### config.mk
export PLATFORM = sky130hd
export DESIGN_NAME = spi_master_csr
export DESIGN_NICKNAME = d
export VERILOG_FILES = /design/src/rtl/spi_master_csr_pkg.sv /design/src/rtl/spi_master_rxq.sv /design/src/rtl/spi_master_csr.sv
export SDC_FILE = /design/constraint.sdc
export NUM_CORES = 1
export LEC_CHECK = 0
export ABC_AREA = 1
export BUFFER_PORTS_ARGS = -buffer_cell sky130_fd_sc_hd__buf_2
export CAP_MARGIN = 10
export CELL_PAD_IN_SITES_DETAIL_PLACEMENT = 0
export CELL_PAD_IN_SITES_GLOBAL_PLACEMENT = 1
export CORE_MARGIN = 2
export CORE_UTILIZATION = 46
export DETAILED_ROUTE_END_ITERATION = 8
export MAX_ROUTING_LAYER = met4
export PLACE_DENSITY = 0.95
export SLEW_MARGIN = 20
export SYNTH_ARGS = -nofsm -noshare
export SYNTH_HDL_FRONTEND = slang
export SYNTH_SLANG_ARGS = --single-unit
### constraint.sdc
create_clock -name clk -period 12.1 [get_ports clk]
set_input_delay 2.42 -clock clk [delete_from_list [all_inputs] [get_ports clk]]
set_output_delay 2.42 -clock clk [all_outputs]
set_load 0.02 [all_outputs]
### src/rtl/spi_master_csr_pkg.sv
// Shared register map, bit indices and helpers for the SPI master register file.
// Revision: 1.0
`default_nettype none

package spi_master_csr_pkg;

  typedef enum logic [5:0] {
    SPI_CONFIG = 6'h00,
    SPI_STATUS = 6'h04,
    SPI_CLKDIV = 6'h08,
    SPI_CMD    = 6'h0C,
    SPI_SSEL   = 6'h10,
    SPI_TX     = 6'h18,
    SPI_RX0    = 6'h20,
    SPI_RX1    = 6'h24
  } spi_reg_e;

  localparam int SPI_ST_RXNE  = 0;
  localparam int SPI_ST_BUSY  = 1;
  localparam int SPI_ST_PFULL = 2;
  localparam int SPI_ST_OVF   = 3;

  localparam int SPI_CFG_DIS   = 0;
  localparam int SPI_CFG_IRQEN = 1;
  localparam int SPI_CFG_CPOL  = 2;
  localparam int SPI_CFG_CPHA  = 3;
  localparam int SPI_CFG_LSB   = 4;

  localparam logic [31:0] SPI_UNMAPPED = 32'hDEADBEEF;

  // Out-of-range selects saturate to the last slave rather than deselecting all.
  function automatic logic [7:0] ssel_onehot(input logic [7:0] sel, input int unsigned nss);
    logic [7:0] idx;
    if ({24'd0, sel} >= nss) idx = 8'(nss - 1);
    else                     idx = sel;
    return 8'd1 << idx;
  endfunction

endpackage

`default_nettype wire

### src/rtl/spi_master_rxq.sv
// Synchronous RX word queue with wrap-bit pointers; a pop frees space for a same-cycle push.
// Revision: 1.0
`default_nettype none

module spi_master_rxq #(
  parameter int DW    = 64,
  parameter int DEPTH = 4,
  localparam int PTRW = $clog2(DEPTH) + 1
) (
  input  logic          clk,
  input  logic          nreset,
  input  logic          push,
  input  logic [DW-1:0] din,
  input  logic          pop,
  output logic [DW-1:0] dout,
  output logic          full,
  output logic          empty
);

  logic [DW-1:0]   mem [DEPTH];
  logic [PTRW-1:0] wr_ptr;
  logic [PTRW-1:0] rd_ptr;
  logic            do_pop;
  logic            do_push;

  assign empty   = (wr_ptr == rd_ptr);
  assign full    = (wr_ptr[PTRW-1] != rd_ptr[PTRW-1]) &&
                   (wr_ptr[PTRW-2:0] == rd_ptr[PTRW-2:0]);
  assign do_pop  = pop & ~empty;
  assign do_push = push & (~full | do_pop);
  assign dout    = mem[rd_ptr[PTRW-2:0]];

  always_ff @(posedge clk) begin
    if (do_push) mem[wr_ptr[PTRW-2:0]] <= din;
  end

  always_ff @(posedge clk or negedge nreset) begin
    if (!nreset) begin
      wr_ptr <= '0;
      rd_ptr <= '0;
    end else begin
      if (do_push) wr_ptr <= wr_ptr + PTRW'(1);
      if (do_pop)  rd_ptr <= rd_ptr + PTRW'(1);
    end
  end

endmodule

`default_nettype wire

### src/rtl/spi_master_csr.sv
// SPI master register file: emesh decode, config/clkdiv/ssel state, RX queue and read responses.
// Build option: SPI_MASTER_IRQ_EN enables the level interrupt. Revision: 1.0
`default_nettype none

module spi_master_csr
  import spi_master_csr_pkg::*;
#(
  parameter int CLKDIV  = 1,
  parameter int AW      = 32,
  parameter int PW      = 104,
  parameter int NSS     = 4,
  parameter int RXDEPTH = 4
) (
  input  logic           clk,
  input  logic           nreset,
  input  logic           hw_en,
  input  logic [63:0]    rx_data,
  input  logic           rx_access,
  input  logic [1:0]     spi_state,
  input  logic           fifo_prog_full,
  input  logic           fifo_wait,
  output logic           cpol,
  output logic           cpha,
  output logic           lsbfirst,
  output logic           spi_en,
  output logic [7:0]     clkdiv_reg,
  output logic [NSS-1:0] ss_sel,
  output logic           irq,
  input  logic           access_in,
  input  logic [PW-1:0]  packet_in,
  output logic           wait_out,
  output logic           access_out,
  output logic [PW-1:0]  packet_out,
  input  logic           wait_in
);

`ifdef SPI_MASTER_IRQ_EN
  localparam logic [7:0] CFG_MASK = 8'hFF;
`else
  localparam logic [7:0] CFG_MASK = 8'hFD;
`endif

  // emesh layout: {srcaddr, data, dstaddr, ctrlmode[4:0], datamode[1:0], write}
  logic          req_write;
  logic [1:0]    req_datamode;
  logic [4:0]    req_ctrlmode;
  logic [AW-1:0] req_dstaddr;
  logic [31:0]   req_data;
  logic [AW-1:0] req_srcaddr;

  assign req_write    = packet_in[0];
  assign req_datamode = packet_in[2:1];
  assign req_ctrlmode = packet_in[7:3];
  assign req_dstaddr  = packet_in[8 +: AW];
  assign req_data     = packet_in[8+AW +: 32];
  assign req_srcaddr  = packet_in[40+AW +: AW];

  logic       accept;
  logic       wr_en;
  logic       rd_en;
  logic [5:0] addr;

  assign wait_out = fifo_wait | (access_out & wait_in);
  assign accept   = access_in & ~wait_out;
  assign wr_en    = accept & req_write;
  assign rd_en    = accept & ~req_write;
  assign addr     = req_dstaddr[5:0];

  logic [7:0]  config_reg;
  logic [7:0]  ssel_reg;
  logic        rx_ovf;
  logic [7:0]  status;
  logic [63:0] rxq_head;
  logic        rxq_full;
  logic        rxq_empty;
  logic        rxq_pop;
  logic [31:0] rdata;

  spi_master_rxq #(
    .DW    (64),
    .DEPTH (RXDEPTH)
  ) u_rxq (
    .clk    (clk),
    .nreset (nreset),
    .push   (rx_access),
    .din    (rx_data),
    .pop    (rxq_pop),
    .dout   (rxq_head),
    .full   (rxq_full),
    .empty  (rxq_empty)
  );

  assign rxq_pop = rd_en & (addr == SPI_RX1) & ~rxq_empty;
  assign status  = {4'b0000, rx_ovf, fifo_prog_full, |spi_state, ~rxq_empty};

  always_ff @(posedge clk or negedge nreset) begin
    if (!nreset) begin
      config_reg <= 8'h00;
      clkdiv_reg <= 8'(CLKDIV);
      ssel_reg   <= 8'h00;
    end else if (wr_en) begin
      case (addr)
        SPI_CONFIG: config_reg <= req_data[7:0] & CFG_MASK;
        SPI_CLKDIV: clkdiv_reg <= req_data[7:0];
        SPI_SSEL:   ssel_reg   <= req_data[7:0];
        default: ;
      endcase
    end
  end

  // A dropped push in the same cycle as a W1C keeps the flag set.
  always_ff @(posedge clk or negedge nreset) begin
    if (!nreset)
      rx_ovf <= 1'b0;
    else if (rx_access & rxq_full & ~rxq_pop)
      rx_ovf <= 1'b1;
    else if (wr_en && (addr == SPI_STATUS) && req_data[SPI_ST_OVF])
      rx_ovf <= 1'b0;
  end

  always_comb begin
    rdata = SPI_UNMAPPED;
    case (addr)
      SPI_CONFIG: rdata = {24'd0, config_reg};
      SPI_STATUS: rdata = {24'd0, status};
      SPI_CLKDIV: rdata = {24'd0, clkdiv_reg};
      SPI_SSEL:   rdata = {24'd0, ssel_reg};
      SPI_RX0:    rdata = rxq_empty ? 32'd0 : rxq_head[31:0];
      SPI_RX1:    rdata = rxq_empty ? 32'd0 : rxq_head[63:32];
      default: ;
    endcase
  end

  always_ff @(posedge clk or negedge nreset) begin
    if (!nreset) begin
      access_out <= 1'b0;
      packet_out <= '0;
    end else if (!(access_out & wait_in)) begin
      access_out <= rd_en;
      if (rd_en)
        packet_out <= {{AW{1'b0}}, rdata, req_srcaddr, req_ctrlmode, req_datamode, 1'b1};
    end
  end

`ifdef SPI_MASTER_IRQ_EN
  always_ff @(posedge clk or negedge nreset) begin
    if (!nreset) irq <= 1'b0;
    else         irq <= config_reg[SPI_CFG_IRQEN] & (status[SPI_ST_RXNE] | status[SPI_ST_OVF]);
  end
`else
  assign irq = 1'b0;
`endif

  assign cpol     = config_reg[SPI_CFG_CPOL];
  assign cpha     = config_reg[SPI_CFG_CPHA];
  assign lsbfirst = config_reg[SPI_CFG_LSB];
  assign spi_en   = hw_en & ~config_reg[SPI_CFG_DIS];
  assign ss_sel   = NSS'(ssel_onehot(ssel_reg, NSS));

  logic unused_req;
  assign unused_req = ^{req_dstaddr[AW-1:6], req_data[31:8]};

endmodule

`default_nettype wire

==> impl_metrics.yaml, run 1 <==
placed_design:
  place_congestion: 0.877
  io_buffers: 217
  hpwl_um: 22900
  place_area_um2: 16500
sta:
  period_needed_ns: 5.38
  maxSlewViolCount: 0
  fin_setup_tns_ns: 0
  clock_skew_ns: 0.0104
  fin_crit_sh_pct: 44.5
  setup_violations: 0
  rsz0062_at_grt: "no"
  tightest_slew_ns: 1.08
  max_freq_mhz: 186
  relSlewSlack_pct: 28.2
  hold_violations: 0
worst_setup_path:
  worst_setup_path_start_kind: "input pin"
  cpMostUsedCell: "buf_2"
  cp_slowest_cell: "nor2_1"
  crit_path_start: "hw_en"
  path_cells: "buf_2 -> inv_1 -> nor2_1 -> buf_2"
  cp.required_ns: 9.68
  critPathKind: "input pin to output port"
  cp_max_fo: 1
  end_kind: "output port"
  crit_path_max_incr_delay_ns: 0.22
  crit_arrival_ns: 2.96
  worstReg2RegStart: "u_rxq.rd_ptr[0]$_DFFE_PN0P_"
synth:
  synth-seq-cells: 359
  ys_seq_area_share_pct: 67.5
  synthXorXnorAreaFrac_pct: 0.173
  synth_cells: 1439
  avgSynthCellArea_um2: 10.6
  yosys.area_share.simple_pct: 18.7
  ys_warn_count: 0
  synth-compound-area-share_pct: 6.27
  synthAdderAreaFrac_pct: 0.411
  synth_top_family_by_area: "simple AND/OR/NAND/NOR gates"
  synth_mux_area_share_pct: 0
  synth.cell_area_um2: 15200
  yosysUniqueCellTypes: 38
power:
  leakagePower_nw: 7.67
  ir_worst_vdd_v: 0.0000973
  powerDensity_nw_per_um2: 182
clock_tree:
  cts_tree: "built"
  htreeDepth: 2
  post_cts_resized: 0
  cts_hold_buf: 0
  clk_latency_ns: 0.52
  clkTransAtPathRegs_ns: 0.05
  cts_setup_buffers: 0
  clkSinkCount: 359
  cts_root_buf: "clkbuf_16"
  cts_inserted_buffers: 39
  clockBufferDepth: 3
drt:
  vias: 10600
  finalWirelength_um: 36200
  ant_nets: 0
  drc_errors: 0
  routedWlPerCell_um: 17.1
  drtIter0Drc: 756
  drt_pre_antenna_iters: 5
  viasPerCell: 5.01
finish:
  drive_above_1_share_pct: 21.1
  num-nets-final: 1823
  area_growth_pct: 16.8
  design_area_um2: 17800
  largest_register_ffs: 256
status:
  status: "completed"
min_path:
  hold_path.class: "flip-flop to flip-flop"
  hp-start: "packet_out[0]$_DFFE_PN0P_"
flow_run:
  maxCapViolations: 0
die:
  dieArea_um2: 34500
  die_w_um: 186
  dieHeight_um: 186
  core_area_um2: 32500
  rows: 66
  pin_count: 301
  start_util_pct: 46.8
grt:
  grt_max_degree: 103
  first_global_vias: 10400
  antenna_found_initial: 9
  overflow: 0
  grt_pass1_wl_um: 54900
  grt_usage_pct: 21.4
## routing by layer
metal  up-vias  part of all wire [%]  track usage [%]
li1       5117                     -                -
met1      5039                    39             25.1
met2       402                    49             36.0
met3        77                   8.2             4.52
met4         0                   3.6             8.63
met5         -                     0                -
## cells by family (layout without fill, tap and decap cells)
logic type / Yosys count / count (layout)
adder cells (fa/ha/maj): 5 / 5
flip-flops: 359 / 359
XOR/XNOR: 3 / 3
other: 1 / 43
AO/OA/AOI/OAI: 176 / 176
AND/OR/NAND/NOR: 673 / 673
buffers and inverters: 222 / 420
## placed cells by master, fill, tap and decap left out, types with 26 or more instances in the layout
| master | Yosys | routed |
|---|---|---|
| edfxtp_1 | 256 | 256 |
| buf_2 | 20 | 216 |
| clkbuf_16 | 0 | 42 |
| o21ai_0 | 115 | 115 |
| dfrtp_1 | 102 | 100 |
| conb_1 | 1 | 33 |
| nand3_1 | 67 | 67 |
| nand2_1 | 347 | 347 |
| inv_1 | 115 | 115 |
| nor2_1 | 196 | 192 |
| or2_2 | 26 | 26 |
| o22ai_1 | 32 | 32 |
## stage by stage
step	worst slack [ns]	instances	util, %	power (mW)	hold slack (ns)
6_report	6.72	2121	54.6	3.24	0.461
5_1_grt	6.72	2119	54.6	3.39	0.479
4_1_cts	6.74	2111	54.5	3.27	0.461
3_5_place_dp	6.69	2041	50.7	2.15	0.448
3_3_place_gp	6.72	2041	50.7	2.12	0.447
2_1_floorplan	5.69	1471	-	1.96	0.453
## worst max-delay path, delay by kind of cell
family        cells  cell delay, ns
buf+inv           3            0.32
simple gates      1            0.22
## Yosys cell counts (all sizes together)
cell type | number | share of area, %
nand2 | 353 | 8.9
inv | 120 | 3.0
xnor2 | 1 | 0.058
nor3b | 1 | 0.049
buf | 65 | 3.0
nor3 | 2 | 0.066
o21ai | 143 | 4.9
ha | 5 | 0.41
clkbuf | 35 | 0.86
nand4 | 14 | 0.62
nor2 | 204 | 5.4
clkinv | 2 | 0.058
dfstp | 1 | 0.17
o22ai | 32 | 1.3
edfxtp | 256 | 51
conb | 1 | 0.025
or2 | 27 | 1.1
o211ai | 1 | 0.049
dfrtp | 102 | 17
xor2 | 2 | 0.12
nand3 | 72 | 2.6
## final cells by class
cell class                      count  area [um^2]
Clock buffer                       57         1160
Multi-Input combinational cell    890         4050
Sequential cell                   359        10300
Clock inverter                     13         71.3
Tap cell                          442          553
Antenna cell                       10         25.0
Timing Repair Buffer              228         1170
Fill cell                        2833        14800
Inverter                          122          465
## final timing paths
| check | endpoint | slack [ns] | cells past startpoint |
|---|---|---|---|
| min | packet_out[0]$_DFFE_PN0P_ | 0.46 | 1 |
| max in group asynchronous | u_rxq.rd_ptr[0]$_DFFE_PN0P_ | 8.91 | 2 |
| max | spi_en | 6.72 | 4 |
| min in group asynchronous | packet_out[0]$_DFFE_PN0P_ | 1.86 | 1 |
| max reg2reg | u_rxq.mem[2][45]$_DFFE_PP_ | 8.37 | 9 |
| min reg2reg | packet_out[0]$_DFFE_PN0P_ | 0.46 | 1 |
## power by group
part	leakage, nW	switching [mW]	internal, mW
combinational	3.49	0.364	0.133
sequential	3.57	0.0668	1.55
clock	0.606	0.458	0.664
Note: power is estimated with default switching activity, not from simulation.
==> run 2, diff against run 1 <==
Settings changed: ABC_AREA 1 to 0, CORE_UTILIZATION 46 to 45, PLACE_DENSITY 0.95 to 0.89.
Clock period 12.1 ns to 5.1 ns, I/O delays scaled along.
==> run 2 against run 1 <==
Clock power increased by 140%. Non-clock buffer count grew 5. Count of clock-buffer cells in the layout down 1. Final area shrank 4.9%. First-iteration DRC count is 40% lower. Global-route usage is 2.1 points lower. Via count shrank 25%. Critical endpoint is now u_rxq.mem[1][60]$_DFFE_PP_.
==> impl_metrics.yaml, run 2 <==
sta:
  relSlewSlack_pct: 29.8
  rsz0062_at_grt: "no"
  fin_setup_tns_ns: 0
  tightest_slew_ns: 1.05
  hold_violations: 0
  period_needed_ns: 3.16
  max_freq_mhz: 316
  fin_crit_sh_pct: 62.0
  setup_violations: 0
  clock_skew_ns: 0.0200
  maxSlewViolCount: 0
finish:
  largest_register_ffs: 256
  num-nets-final: 1264
  final_common_cell: "edfxtp_1"
  fin_util_pct: 53.9
  drive_above_1_share_pct: 35.1
  area_growth_pct: 18.8
  final_cell_mix: "edfxtp_1, buf_2, nand2_1, dfrtp_1, mux4_2"
  final_cell_count_no_fill: 1524
synth:
  synth_cells: 852
  yosysUniqueCellTypes: 54
  synth-seq-cells: 359
  ys_warn_count: 0
  ys_seq_area_share_pct: 72.2
  synth_edf_count: 256
  ys_top_cells_by_area: "edfxtp_1, dfrtp_1, mux4_2"
  synth.cell_area_um2: 14200
  synthFlopType: "edfxtp_1"
  synth_top_area_share_pct: 54.1
  synth.most_common_cell: "edfxtp_1"
  avgSynthCellArea_um2: 16.7
  synthArstFlopShare_pct: 28.7
  synth_common_cells: "edfxtp_1, nand2_1, dfrtp_1, mux4_2, buf_4"
  synth_area_leader_cell: "edfxtp_1"
placed_design:
  hpwl_um: 19600
  place_congestion: 0.770
  io_buffers: 217
  placed_cells: 1442
clock_tree:
  clk_latency_ns: 0.53
  post_cts_resized: 0
  htreeDepth: 2
  cts_hold_buf: 0
  cts_setup_buffers: 0
  clkTransAtPathRegs_ns: 0.06
  clkSinkCount: 359
  cts_inserted_buffers: 39
  cts_tree: "built"
  clockBufferDepth: 3
  cts_root_buf: "clkbuf_16"
power:
  combPwrFrac_pct: 14.0
  total_power_mw: 7.65
  p_seq_share_pct: 50.4
  swShare_pct: 25.4
  ir_worst_vdd_v: 0.000338
  internal_power_mw: 5.71
  leakagePower_nw: 6.47
  switchingPower_mw: 1.94
  clkPwrFrac_pct: 35.6
  powerDensity_nw_per_um2: 453
worst_setup_path:
  crit_path_max_incr_delay_ns: 1.12
  crit_arrival_ns: 3.37
  path_cells: "xor2_1 -> nor2_1 -> o211a_1 -> nor2b_4 -> and2_4 -> buf_12"
  cp_max_fo: 68
  worst_setup_path_start_kind: "flip-flop"
  end_kind: "flip-flop"
  critPathKind: "flip-flop to flip-flop"
  cp.required_ns: 5.30
  cp_slowest_cell: "dfrtp_4"
drt:
  finalWirelength_um: 30700
  routedWlPerCell_um: 20.1
  vias: 8011
  drc_errors: 0
  drtIter0Drc: 456
  ant_nets: 0
  viasPerCell: 5.26
  drt_pre_antenna_iters: 4
grt:
  grt_max_degree: 69
  grt_pass1_wl_um: 46600
  first_global_vias: 8139
  grt_usage_pct: 19.3
  antenna_found_initial: 10
  overflow: 0
status:
  status: "completed"
die:
  dieArea_um2: 33000
  dieHeight_um: 182
  die_w_um: 182
  rows: 65
  pin_count: 301
  core_area_um2: 31300
  start_util_pct: 45.4
flow_run:
  maxCapViolations: 0
min_path:
  hold_path.class: "flip-flop to flip-flop"
==> run 2: final cells by class <==
type / instances / area, um^2
fill: 2499 / 14400
sequential: 359 / 10300
multi-input combinational: 446 / 3580
timing repair buffer: 233 / 1250
clock buffer: 56 / 1070
tap: 402 / 503
clock inverter: 16 / 176
antenna: 10 / 25.0
inverter: 2 / 7.51
==> run 2: critical path, delay by kind of cell, from the launching register on <==
| kind | cells | cell delay (ns) |
|---|---|---|
| AOI/OAI and AO/OA | 1 | 0.20 |
| xor gates and xnor gates | 1 | 0.25 |
| buffers and inverters | 1 | 0.29 |
| DFF | 1 | 1.12 |
| and+or+nand+nor | 3 | 0.92 |
==> run 2: layer usage <==
layer / share of wire [%] / track usage [%] / wire length, um
met1: 40 / 23.2 / 12300
met2: 50 / 32.4 / 15500
met3: 6.7 / 4.35 / 2060
met4: 2.8 / 6.41 / 865
met5: 0 / - / 0
==> run 2: power groups by stage <==
stage | logic [mW] | clock network [mW] | registers, mW
floorplan | 0.594 | 0 | 3.98
global placement | 1.07 | 0 | 3.88
detailed placement | 1.09 | 0 | 3.92
CTS | 1.10 | 2.78 | 3.86
global route | 1.17 | 2.90 | 3.90
finish | 1.07 | 2.72 | 3.86
==> run 2: metrics by stage <==
step	cell area, um^2	hold slack (ns)	setup slack (ns)
4_1_cts	16900	0.469	1.93
3_5_place_dp	15600	0.451	1.58
2_1_floorplan	14300	0.472	1.23
6_report	16900	0.465	1.94
5_1_grt	16900	0.490	1.81
3_3_place_gp	15600	0.448	1.61
==> run 2: worst paths after layout <==
kind,slack (ns),cells after the start,start,to
setup / recovery,1.94,6,u_rxq.rd_ptr[1]$_DFFE_PN0P_,u_rxq.mem[1][60]$_DFFE_PP_
hold / removal,0.46,2,packet_out[39]$_DFFE_PN0P_,packet_out[39]$_DFFE_PN0P_
setup reg to reg,1.94,6,u_rxq.rd_ptr[1]$_DFFE_PN0P_,u_rxq.mem[1][60]$_DFFE_PP_
hold reg to reg,0.46,2,packet_out[39]$_DFFE_PN0P_,packet_out[39]$_DFFE_PN0P_
max in group asynchronous,3.67,2,nreset,clkdiv_reg[0]$_DFFE_PN1P_
min in group asynchronous,0.53,1,nreset,packet_out[10]$_DFFE_PN0P_
==> run 2: cells by family (layout without fill, tap and decap cells) <==
family          count (synthesis)  in the layout  share of synthesized area (%)
other cells                     1             43                         0.0264
xor+xnor                        8              8                          0.493
simple gates                  243            243                           7.40
mux                            92             92                           12.5
compound gates                 65             65                           3.27
fa+ha+maj                       5              5                          0.440
buf+inv                        79            307                           3.68
flops                         359            359                           72.2
==> run 3, diff against run 2 <==
Settings changed: ABC_AREA 0 to 1, CORE_UTILIZATION 45 to 43, PLACE_DENSITY 0.89 to 0.9.
Clock period 5.1 ns to 3.24 ns, I/O delays scaled along.
==> run 3 against run 2 <==
Core utilization shrank 2.4 points. Clock skew down 0.0081 ns. Worst setup slack got worse by 1.5 ns. Highest routed layer unchanged. Die area rose by 12%. Sequential power is 55% higher. First-iteration DRC count is 29% higher. Sequential cell count unchanged. Largest cell class unchanged. Combinational power is 83% higher. Hold slack got worse by 0.39 ns.
==> impl_metrics.yaml, run 3 (same netlist as run 1, synthesis figures left out) <==
clock_tree:
  cts_setup_buffers: 0
  htreeDepth: 2
  cts_root_buf: "clkbuf_16"
  cts_tree: "built"
  cts_hold_buf: 0
  post_cts_resized: 0
  clockBufferDepth: 3
  clkTransAtPathRegs_ns: 0.05
  cts_inserted_buffers: 38
  clkSinkCount: 359
  clk_latency_ns: 0.52
min_path:
  hold_path.class: "input pin to async pin"
finish:
  fillers: 3029
  final_common_cell: "nand2_1"
  drive_above_1_share_pct: 21.5
  num-nets-final: 1832
  multi_input_area_um2: 4050
  final_cell_mix: "nand2_1, edfxtp_1, buf_2, nor2_1"
  regArea_um2: 10300
  final_cell_count_no_fill: 2143
  largest_register_ffs: 256
  fin_util_pct: 51.6
  design_area_um2: 17900
  area_growth_pct: 17.7
placed_design:
  place_congestion: 0.878
  place_area_um2: 16700
  placed_cells: 2064
  io_buffers: 217
  hpwl_um: 23300
die:
  core_area_um2: 34700
  dieHeight_um: 192
  die_w_um: 192
  start_util_pct: 43.8
  rows: 68
  dieArea_um2: 36900
  pin_count: 301
worst_setup_path:
  cp.required_ns: 2.59
  path_cells: "nor2_1 -> nand2_1 -> nor3_1 -> inv_1 -> nor3b_1 -> buf_2"
  crit_arrival_ns: 2.16
  crit_path_max_incr_delay_ns: 0.48
  crit_path_start: "ssel_reg[4]$_DFFE_PN0P_"
  cp_top_family: "simple AND/OR/NAND/NOR gates"
  end_kind: "output port"
  cp_slowest_cell: "nor3b_1"
  cp_max_fo: 3
  path_buf_inv: 2
  critPathKind: "flip-flop to output port"
  worstReg2RegStart: "u_rxq.rd_ptr[0]$_DFFE_PN0P_"
  worst_setup_path_start_kind: "flip-flop"
  rrSetupSlack_ns: 0.68
  critPathCapture: "ss_sel[1]"
  rr_worst_depth: 9
  crit_cells: 6
  r2r_end: "packet_out[56]$_DFFE_PN0P_"
power:
  ir_worst_vdd_v: 0.000430
  powerDensity_nw_per_um2: 675
  leakagePower_nw: 7.73
  total_power_mw: 12.1
sta:
  rsz0062_at_grt: "no"
  fin_crit_sh_pct: 86.7
  tightest_slew_ns: 0.903
  maxSlewViolCount: 0
  setup_violations: 0
  relSlewSlack_pct: 39.8
  clock_skew_ns: 0.0119
  max_freq_mhz: 356
  hold_violations: 0
  period_needed_ns: 2.81
grt:
  overflow: 0
  grt_max_degree: 81
  grt_pass1_wl_um: 54800
  antenna_found_initial: 9
  first_global_vias: 10200
  grt_usage_pct: 20.1
drt:
  viasPerCell: 4.92
  finalWirelength_um: 36400
  drtIter0Drc: 589
  vias: 10600
  drc_errors: 0
  routedWlPerCell_um: 17.0
  ant_nets: 0
  drt_pre_antenna_iters: 5
flow_run:
  maxCapViolations: 0
status:
  status: "completed"
## run 3: metrics by stage
stage,setup WS (ns),hold WS (ns),setup TNS [ns]
2_1_floorplan,-0.368,0.352,-94.10
3_3_place_gp,0.304,0.448,0
3_5_place_dp,0.293,0.454,0
4_1_cts,0.398,0.0571,0
5_1_grt,0.331,0.0834,0
6_report,0.432,0.0710,0
## run 3: worst min path at each step
stage | start | to | slack, ns | cells after the start
final | nreset | packet_out[15]$_DFFE_PN0P_ | 0.07 | 1
after global routing | nreset | packet_out[0]$_DFFE_PN0P_ | 0.08 | 1
after CTS | nreset | u_rxq.rd_ptr[0]$_DFFE_PN0P_ | 0.06 | 1
after detailed placement | packet_out[38]$_DFFE_PN0P_ | packet_out[38]$_DFFE_PN0P_ | 0.45 | 2
after global placement | packet_out[0]$_DFFE_PN0P_ | packet_out[0]$_DFFE_PN0P_ | 0.45 | 1
after floorplan | nreset | access_out$_DFFE_PN0N_ | 0.35 | 0
## run 3: cell type report
class | instances | share of cell area [%]
clock inverters | 12 | 0.517
repair buffers | 238 | 7.38
diodes | 10 | 0.140
well taps | 455 | 3.18
clock buffers | 57 | 6.17
flip-flops and latches | 359 | 57.4
inverters | 122 | 2.60
multi-input cells | 890 | 22.6
## run 3: where the power goes
group          leakage, nW  total, mW  internal, mW  switching, mW
Sequential            3.57       6.00          5.78          0.221
Combinational         3.56       1.96         0.566           1.39
Clock                0.594       4.13          2.44           1.69
Total                 7.73       12.1          8.79           3.30
## run 3: routing by layer
metal	wire length (um)	vias up	share of wire, %	global-route usage, %
met1	14500	4956	40	23.8
li1	-	5129	-	-
met5	0	-	0	-
met2	17500	403	48	33.2
met4	1030	0	2.8	6.93
met3	3360	64	9.2	5.43
